[src/rtl/pwm_carrier_gen.sv]
// pwm_carrier_gen: single PWM carrier counter with shadowed period and mode.
// UP, DOWN and UPDOWN counting, phase load and resync, and zero/peak strobes.
// Period and mode only change at a count boundary, so a running carrier
// never goes past its active peak.
module pwm_carrier_gen #(
    parameter int CNT_WIDTH   = 16,
    parameter int RESET_PHASE = 0
) (
    input  logic                 clk,
    input  logic                 reset,
    input  logic [CNT_WIDTH-1:0] period,
    input  logic [CNT_WIDTH-1:0] init_carr,
    input  logic [1:0]           count_mode,
    input  logic                 pwm_onoff,
    input  logic                 carr_onoff,
    input  logic                 sync_in,
    output logic [CNT_WIDTH-1:0] carrier,
    output logic                 dir,
    output logic                 zero_evt,
    output logic                 peak_evt,
    output logic                 running
);

    typedef logic [CNT_WIDTH-1:0] cnt_t;

    typedef enum logic [1:0] {
        M_UP     = 2'b00,
        M_DOWN   = 2'b01,
        M_UPDOWN = 2'b10,
        M_RSVD   = 2'b11
    } mode_e;

    // Active (shadowed) copies of period/mode and last-cycle phase input
    cnt_t  period_act;
    mode_e mode_act;
    cnt_t  init_q;

    mode_e mode_in;
    logic  run_en;
    logic  resync;
    logic  load_idle;
    logic  bnd;
    logic  step_dn;

    cnt_t  car_nx;
    cnt_t  per_nx;
    mode_e mode_nx;
    logic  dir_nx;
    logic  run_nx;
    logic  zero_nx;
    logic  peak_nx;

    assign mode_in = mode_e'(count_mode);
    assign run_en  = pwm_onoff & carr_onoff & (period_act != '0);
    assign resync  = sync_in | (init_carr != init_q);

    // The first enabled cycle also takes the load path: the carrier holds the
    // value loaded while idle, giving one cycle before the first step.
    assign load_idle = !run_en || !running;

    function automatic cnt_t clamp(input cnt_t v, input cnt_t lim);
        return (v > lim) ? lim : v;
    endfunction

    // Next-state selection: idle load > resync > normal count with boundary update
    always_comb begin
        car_nx  = carrier;
        dir_nx  = dir;
        per_nx  = period_act;
        mode_nx = mode_act;
        bnd     = 1'b0;
        step_dn = 1'b0;

        if (load_idle) begin
            per_nx  = period;
            mode_nx = mode_in;
            car_nx  = clamp(init_carr, period);
            dir_nx  = (mode_in == M_DOWN);
        end else if (resync) begin
            // Phase jump only; the shadowed period/mode stay where they are
            car_nx = clamp(init_carr, period_act);
            dir_nx = (mode_act == M_DOWN);
        end else begin
            case (mode_act)
                M_DOWN:   bnd = (carrier == '0);
                M_UPDOWN: bnd = (carrier == '0);
                default:  bnd = (carrier >= period_act);
            endcase

            if (bnd) begin
                per_nx  = period;
                mode_nx = mode_in;
            end

            case (mode_act)
                M_DOWN: begin
                    // Reload uses the freshly shadowed period
                    car_nx = bnd ? period : (carrier - 1'b1);
                    dir_nx = bnd ? (mode_in == M_DOWN) : 1'b1;
                end
                M_UPDOWN: begin
                    // Turnaround at 0 always steps up; no dwell at either end
                    step_dn = !bnd && (dir || (carrier >= period_act));
                    car_nx  = step_dn ? (carrier - 1'b1) : (carrier + 1'b1);
                    if (bnd && (mode_in != M_UPDOWN))
                        dir_nx = (mode_in == M_DOWN);
                    else if (car_nx >= per_nx)
                        dir_nx = 1'b1;
                    else if (car_nx == '0)
                        dir_nx = 1'b0;
                    else
                        dir_nx = step_dn;
                end
                default: begin
                    car_nx = bnd ? '0 : (carrier + 1'b1);
                    dir_nx = bnd ? (mode_in == M_DOWN) : 1'b0;
                end
            endcase
        end

        // A zero period about to become active never counts as running, so
        // zero/peak never fire together and an idle zero period stays idle.
        run_nx  = run_en && (per_nx != '0);
        zero_nx = run_nx && (car_nx == '0);
        peak_nx = run_nx && (car_nx == per_nx);
    end

    // State and registered outputs
    always_ff @(posedge clk or posedge reset) begin
        if (reset) begin
            carrier    <= cnt_t'(RESET_PHASE);
            dir        <= 1'b0;
            zero_evt   <= 1'b0;
            peak_evt   <= 1'b0;
            running    <= 1'b0;
            period_act <= '0;
            mode_act   <= M_UP;
            init_q     <= '0;
        end else begin
            carrier    <= car_nx;
            dir        <= dir_nx;
            zero_evt   <= zero_nx;
            peak_evt   <= peak_nx;
            running    <= run_nx;
            period_act <= per_nx;
            mode_act   <= mode_nx;
            init_q     <= init_carr;
        end
    end

endmodule

[config.mk]
export PLATFORM = sky130hd
export DESIGN_NAME = pwm_carrier_gen
export DESIGN_NICKNAME = d
export VERILOG_FILES = /design/src/rtl/pwm_carrier_gen.sv
export SDC_FILE = /design/constraint.sdc
export NUM_CORES = 1
export LEC_CHECK = 0
export BUFFER_PORTS_ARGS = -buffer_cell sky130_fd_sc_hd__buf_2
export CORE_MARGIN = 2
export CORE_UTILIZATION = 35
export CTS_BUF_LIST = sky130_fd_sc_hd__clkbuf_16
export CTS_CLUSTER_DIAMETER = 200
export CTS_CLUSTER_SIZE = 16
export DETAILED_ROUTE_END_ITERATION = 8
export PLACE_DENSITY = 0.63
export SLEW_MARGIN = 40
export SYNTH_ARGS = -nofsm -noshare
export SYNTH_HDL_FRONTEND = slang
export SYNTH_SLANG_ARGS = --single-unit
[constraint.sdc]
create_clock -name clk -period 5 [get_ports clk]
set_clock_uncertainty 0.1 [all_clocks]
set_input_delay 0.5 -clock clk [delete_from_list [all_inputs] [get_ports clk]]
set_output_delay 0.5 -clock clk [all_outputs]
set_load 0.01 [all_outputs]
# After elaboration in Yosys (flattened, before gate mapping)
# Cells that the tools add are included.
op_classes:
  n_addsub: 2
  mux: 27
  n_bitwise: 3
  reduce_logical: 18
  n_eq_ne: 7
  magnitude_cmp: 4
ops:
  columns: ["operator", "count"]
  rows:
  - ["$mux 16", 12]
  - ["$logic_not 16->1", 3]
  - ["$ge 16x16->1", 2]
  - ["$gt 16x16->1", 2]
  - ["$pmux 16 s2", 1]
  - ["$reduce_bool 16->1", 2]
  - ["$add 16x1->16 const B", 1]
  - ["$eq 16x16->1", 1]
  - ["$ne 16x16->1", 1]
  - ["$sub 16x1->16 const B", 1]
  - ["$mux 1", 10]
  - ["$mux 2", 3]
  - ["$logic_and 1x1->1", 5]
  - ["$eq 2x1->1 const B", 2]
  - ["$logic_not 1->1", 3]
  - ["$and 1x1->1", 2]
  - ["$eq 2x2->1 const B", 1]
  - ["$logic_or 1x1->1", 2]
  - ["$ne 2x1->1 const B", 1]
  - ["$ne 2x2->1 const B", 1]
  - ["$pmux 1 s2", 1]
  - ["$reduce_and 2->1", 1]
  - ["$reduce_bool 2->1", 1]
  - ["$reduce_or 2->1", 1]
  - ["$or 1x1->1", 1]
totals:
  word_cells: 69
  output_inout_bits: 20
  ff_bits: 54
  inputBits: 39

# Logic depth before layout (Yosys ltp)
logic_depth:
  depth_word: 15
  mapped_depth: 23
  ltp_nobuf: 20

# Least setup slack after synthesis
# Ideal clock, no wire load.
synth_timing:
  path_type: "register to register"
  start: "register carrier[0]"
  end: "register dir"
  required_time_ns: 4.766
  path_stages_with_launch: 24
  n_path_buf: 4
  arrival_ns: 4.817
  setup_ns: 0.134
  setup_slack_ns: -0.051
  path_cell_list: "dfrtp_1 clkbuf_1 inv_1 ha_1 nand2b_1 a2111oi_2 or4_4 a31oi_4 nor2_2 buf_6 clkbuf_1 clkbuf_1 a21oi_1 ha_1 a21o_1 a21o_1 a21o_1 a21oi_1 nor2b_1 o21ai_0 a2111oi_0 o221a_2 a2111oi_0 a21oi_1"
synth_via:
  elab_chain_len: 14
  elab_cells_between_ends: 25
  cone_classes: "add/sub (2); order compare (2); mux (15); reduce/logical (6)"
synth_rtl:
  columns: ["element", "line", "source"]
  rows:
  - ["from (decl)", "17", "output logic [CNT_WIDTH-1:0] carrier,"]
  - ["from (signal assigned)", "131", "carrier <= cnt_t'(RESET_PHASE);"]
  - ["from (signal assigned)", "140", "carrier <= car_nx;"]
  - ["parallel branches: the longest is 11 deep, another holds $ge 16x16->1", null, null]
  - ["$pmux 1 s2 (*)", "95", "case (mode_act)"]
  - ["$mux 1 (*)", "79", "end else if (resync) begin"]
  - ["$mux 1 (*)", "74", "if (load_idle) begin"]
  - ["via dir_nx", "48", "logic dir_nx;"]
  - ["to (signal assigned)", "141", "dir <= dir_nx;"]
  - ["to (decl)", "18", "output logic dir,"]
# Mark *: on every way through the listed nets, which the timed path passes. The select of a mux whose other input is x is not followed.
# A chain may end at the register's enable or synchronous reset.

# Final worst setup path
layout_timing:
  start: "register period_act[12]"
  end: "register dir"
layout_via:
  elab_chain_len: 14
  elab_cells_between_ends: 26
  cone_classes: "order compare (2); mux (15); bitwise (1); reduce/logical (8)"
layout_rtl:
  columns: ["element", "line", "source"]
  rows:
  - ["from (decl)", "34", "cnt_t period_act;"]
  - ["from (signal assigned)", "145", "period_act <= per_nx;"]
  - ["parallel branches: the longest is 13 deep, another holds $ge 16x16->1", null, null]
  - ["$mux 1 (*)", "74", null]
  - ["via dir_nx", "48", null]
# Marked as above.

==> results.py <==
metrics = {
    "synth": {
        "leading_post_synthesis_cells_by_cell_area": "dfrtp_1 21%, ha_1 13%, mux2i_1 5.4%",
        "synth_edf_count": 0,
        "synth.distinct_cells": 83,
        "synth_compound_gate_area_share_pct": 22.9,
        "yosys_warnings": 0,
        "mux_share_of_post_synthesis_cell_area_pct": 6.44,
        "synth_top_family_by_area": "compound AO/OA/AOI/OAI gates",
        "postSynthCellCount": 779,
        "synth_top_cell_by_area": "dfrtp_1",
        "ys.flop_type": "dfrtp_1",
        "synth_top_cell_area_share_pct": 21.3,
        "synth-adder-area-share_pct": 13.4,
        "post_synth_xor_area_fraction_pct": 7.60,
        "synth.avg_cell_area_um2": 8.14,
        "postSynth.asyncResetShare_pct": 100,
        "synth_seq_cells": 54,
        "synthSimpleGateAreaFrac_pct": 22.8,
        "syn-cell-area_um2": 6340,
        "synthesis.nets": 886,
        "synth.yosys.seq_area_share_pct": 21.3,
    },
    "setup_path": {
        "worst-r2r-cell-count": 20,
        "cp.buffers_inverters": 1,
        "critPathMostFrequentCell": "a21o_1",
        "critPathCaptureType": "register",
        "slowest_delay_ns": 0.58,
        "data_required_time_of_the_critical_path_ns": 5.09,
        "worst_path_dominant_cell_family": "compound AO/OA/AOI/OAI gates",
        "worst_setup_path_start_kind": "register",
        "worst-endpoint-arrival_ns": 4.80,
        "critPathKind": "reg2reg",
        "cp_max_fo": 5,
        "crit_chain": "inv_1 > ha_1 > nand4_4 > or3_4 > or4_4 > a31oi_4 > nor2_2 > mux2_2 > ha_1 > nand2b_1 > a21o_1 > a21o_1 > a21o_1 > a21oi_1 > nor2b_1 > o21ai_0 > a2111oi_0 > o221a_2 > a2111oi_2 > a21oi_1",
        "slowest_stage_cell_on_the_critical_path": "or4_4",
        "worst-path-stages": 20,
    },
    "routing": {
        "route.detailed.wl_per_inst_um": 22.4,
        "drt-initial-drc-count": 711,
        "dr_total_vias": 6681,
        "route.detailed.drc": 0,
        "ant_nets": 0,
        "firstDrtPassIters": 6,
        "postRouteWirelength_mm": 24.6,
        "avgViaCountPerCell": 6.08,
    },
    "power": {
        "power_frac_clock_pct": 19.1,
        "power_per_cell_area_nw_per_um2": 251,
        "power.net_switching_w": 0.000819,
        "power.share.switching_pct": 44.0,
        "p_int_w": 0.00104,
        "p_comb_share_pct": 54.1,
        "seqPwrFrac_pct": 26.8,
        "irDropWorstVdd_v": 0.000171,
        "power.static_leakage_nw": 3.23,
    },
    "sta": {
        "report.final.setup_viol": 0,
        "final.min_clock_period_ns": 4.71,
        "headroom_to_the_max_slew_limit_pct": 49.0,
        "number_of_hold_slack_violations_in_the_final_timing_report": 0,
        "sum_of_negative_setup_slack_ns": 0,
        "final-max-slew-violation-count": 0,
        "rsz0062_at_grt": "no",
        "finalCritPeriodShare_pct": 94.2,
        "worst_slew_pin_slew_ns": 0.759,
        "peak_freq_ghz": 0.212,
    },
    "outcome": {
        "outcome": "complete, no violations",
    },
    "floorplanning": {
        "dieArea_um2": 19200,
        "initial_util_pct": 35.5,
        "pin_count": 59,
        "die_height_um": 139,
        "die_w_um": 139,
        "core_um2": 17800,
        "rows": 49,
    },
    "clocking": {
        "clock-sinks": 54,
        "clock_tree.htree_level_count": 2,
        "clk_path_buf_depth": 2,
        "cts_tree": "yes",
        "cts-buffers-inserted": 5,
        "path_clk_slew_ns": 0.08,
        "clock_latency_ns": 0.31,
        "ctsRootBufferMaster": "clkbuf_16",
        "post_cts_setup_driven_buffer_insertion_count": 0,
    },
    "min_path": {
        "min_path_type": "in2reg",
        "depth_of_the_worst_hold_timing_path": 1,
    },
    "global_routing": {
        "grt_overflow_total": 0,
        "antenna_found_initial": 1,
        "grt_max_degree": 55,
        "gr-usage-all-layers_pct": 25.3,
        "grt_pass1_vias": 6376,
        "grt_first_pass_wirelength_mm": 37.8,
    },
    "cells_and_area": {
        "finalNetCount": 975,
        "layout_area_growth_over_synthesis_pct": 17.1,
        "stdcell_area_um2": 7420,
        "diodes": 0,
        "drive_gt1_share_pct": 18.9,
    },
    "placement": {
        "dpl_cell_area_um2": 7210,
        "place_hpwl_mm": 19.9,
        "port_buffers": 58,
        "gpl.final_weighted_congestion": 1.05,
    },
    "flow_run": {
        "timing.max_cap.violations": 0,
    },
}
Yosys cell counts (all sizes together) (5+ instances only):
| master | n |
|---|---|
| mux2 | 6 |
| xnor2 | 31 |
| nand2 | 44 |
| nand4 | 24 |
| o31ai | 5 |
| xor2 | 24 |
| a22oi | 10 |
| a2111oi | 5 |
| o21ai | 33 |
| and2 | 8 |
| nor4 | 26 |
| mux2i | 34 |
| or3 | 8 |
| o211ai | 12 |
| ha | 68 |
| a211oi | 9 |
| nand3 | 29 |
| nor3 | 20 |
| nor2 | 61 |
| nand2b | 6 |
| clkbuf | 28 |
| a21o | 13 |
| a221oi | 5 |
| a21oi | 55 |
| buf | 7 |
| inv | 52 |
| dfrtp | 54 |
| a31oi | 12 |
| nor2b | 10 |
routing by layer:
| layer | global-route usage [%] | vias to the layer above | share of wire [%] |
|---|---|---|---|
| li1 | - | 3106 | - |
| met3 | 4.56 | 61 | 8.4 |
| met5 | 0 | - | 0 |
| met1 | 34.6 | 3168 | 43 |
| met4 | 10.6 | 0 | 4.6 |
| met2 | 39.4 | 346 | 44 |
cells in the final DEF, fill, tap and decap left out, types with 4 or more instances in the layout:
| cell | instances |
|---|---|
| or3_1 | 7 |
| a41oi_1 | 4 |
| mux2i_1 | 34 |
| and3_1 | 4 |
| nand2_1 | 44 |
| a21oi_1 | 52 |
| nor4_1 | 24 |
| nand2b_1 | 6 |
| nand4_1 | 23 |
| a21o_1 | 13 |
| a221oi_1 | 5 |
| a22oi_1 | 10 |
| xor2_1 | 24 |
| a211oi_1 | 9 |
| a311oi_1 | 4 |
| nor2_1 | 60 |
| o21ai_0 | 32 |
| buf_2 | 58 |
| inv_1 | 51 |
| ha_1 | 65 |
| dfrtp_1 | 54 |
| nand3_1 | 28 |
| mux2_2 | 6 |
| nor3_1 | 17 |
| a21boi_0 | 4 |
| buf_4 | 58 |
| o31ai_1 | 4 |
| a31oi_1 | 11 |
| o211ai_1 | 11 |
| and2_1 | 8 |
| nor2b_1 | 10 |
| o22ai_1 | 4 |
| clkbuf_16 | 5 |
| xnor2_1 | 31 |
| o221ai_1 | 4 |
worst reg2reg max path, stage by stage, from the launching register on:
cell and delay, ns:
dfrtp_1 0.35, inv_1 0.07, ha_1 0.31, nand4_4 0.15
or3_4 0.44, or4_4 0.58, a31oi_4 0.18, nor2_2 0.07
mux2_2 0.28, ha_1 0.26, nand2b_1 0.14, a21o_1 0.17
a21o_1 0.16, a21o_1 0.17, a21oi_1 0.15, nor2b_1 0.06
o21ai_0 0.15, a2111oi_0 0.11, o221a_2 0.31, a2111oi_2 0.28
a21oi_1 0.11
state kept, by name, indices dropped and copies added (netlist names):
register / cells
peak_evt: 1
period_act: 16
dir: 1
zero_evt: 1
mode_act: 2
running: 1
carrier: 16
init_q: 16
final cells by class:
cell class / instances / area [µm²]
Sequential cell: 54 / 1350
Clock buffer: 5 / 125
Timing Repair Buffer: 117 / 737
Tap cell: 229 / 287
Fill cell: 1826 / 10400
Inverter: 53 / 199
Clock inverter: 3 / 16.3
Multi-Input combinational cell: 637 / 4710
per-stage QoR:
step	hold slack, ns	utilization (%)	std cells	setup WS (ns)	power [W]
after floorplan	0.406	-	779	0.0182	0.00114
after global placement	0.420	40.4	1090	0.243	0.00146
after detailed placement	0.432	40.4	1090	0.150	0.00147
after CTS	0.264	41.2	1098	0.105	0.00183
after global routing	0.269	41.6	1098	0.00507	0.00198
final	0.268	41.6	1098	0.288	0.00186
worst paths after layout:
kind                           startpoint            end  slack (ns)
setup reg to reg           period_act[12]            dir        0.29
hold / removal               init_carr[0]      init_q[0]        0.27
hold reg to reg               mode_act[1]    mode_act[1]        0.44
setup / recovery           period_act[12]            dir        0.29
max in group asynchronous           reset  period_act[8]        4.00
min in group asynchronous           reset      init_q[2]        0.30
power by group through the flow:
stage	logic [W]	clock network (W)	registers, W
finish	0.00101	0.000357	0.000499
floorplan	0.000613	0	0.000522
global placement	0.000962	0	0.000503
detailed placement	0.000967	0	0.000504
CTS	0.000973	0.000359	0.000496
global route	0.00110	0.000376	0.000502
what timing repair did:
item	4_1_cts	5_1_grt
hold buffers	0	0
endpoints found under the setup margin	0	1
gates resized for setup	0	9
kinds of logic (layout without fill, tap and decap cells):
kind of cell             Yosys count  after routing
multiplexers                      40             40
AO/OA/AOI/OAI                    209            209
adder cells (fa/ha/maj)           68             68
XOR/XNOR                          55             55
flip-flops                        54             54
buffers and inverters             88            178
AND/OR/NAND/NOR                  265            265
Power figures use the tool's default switching activity.
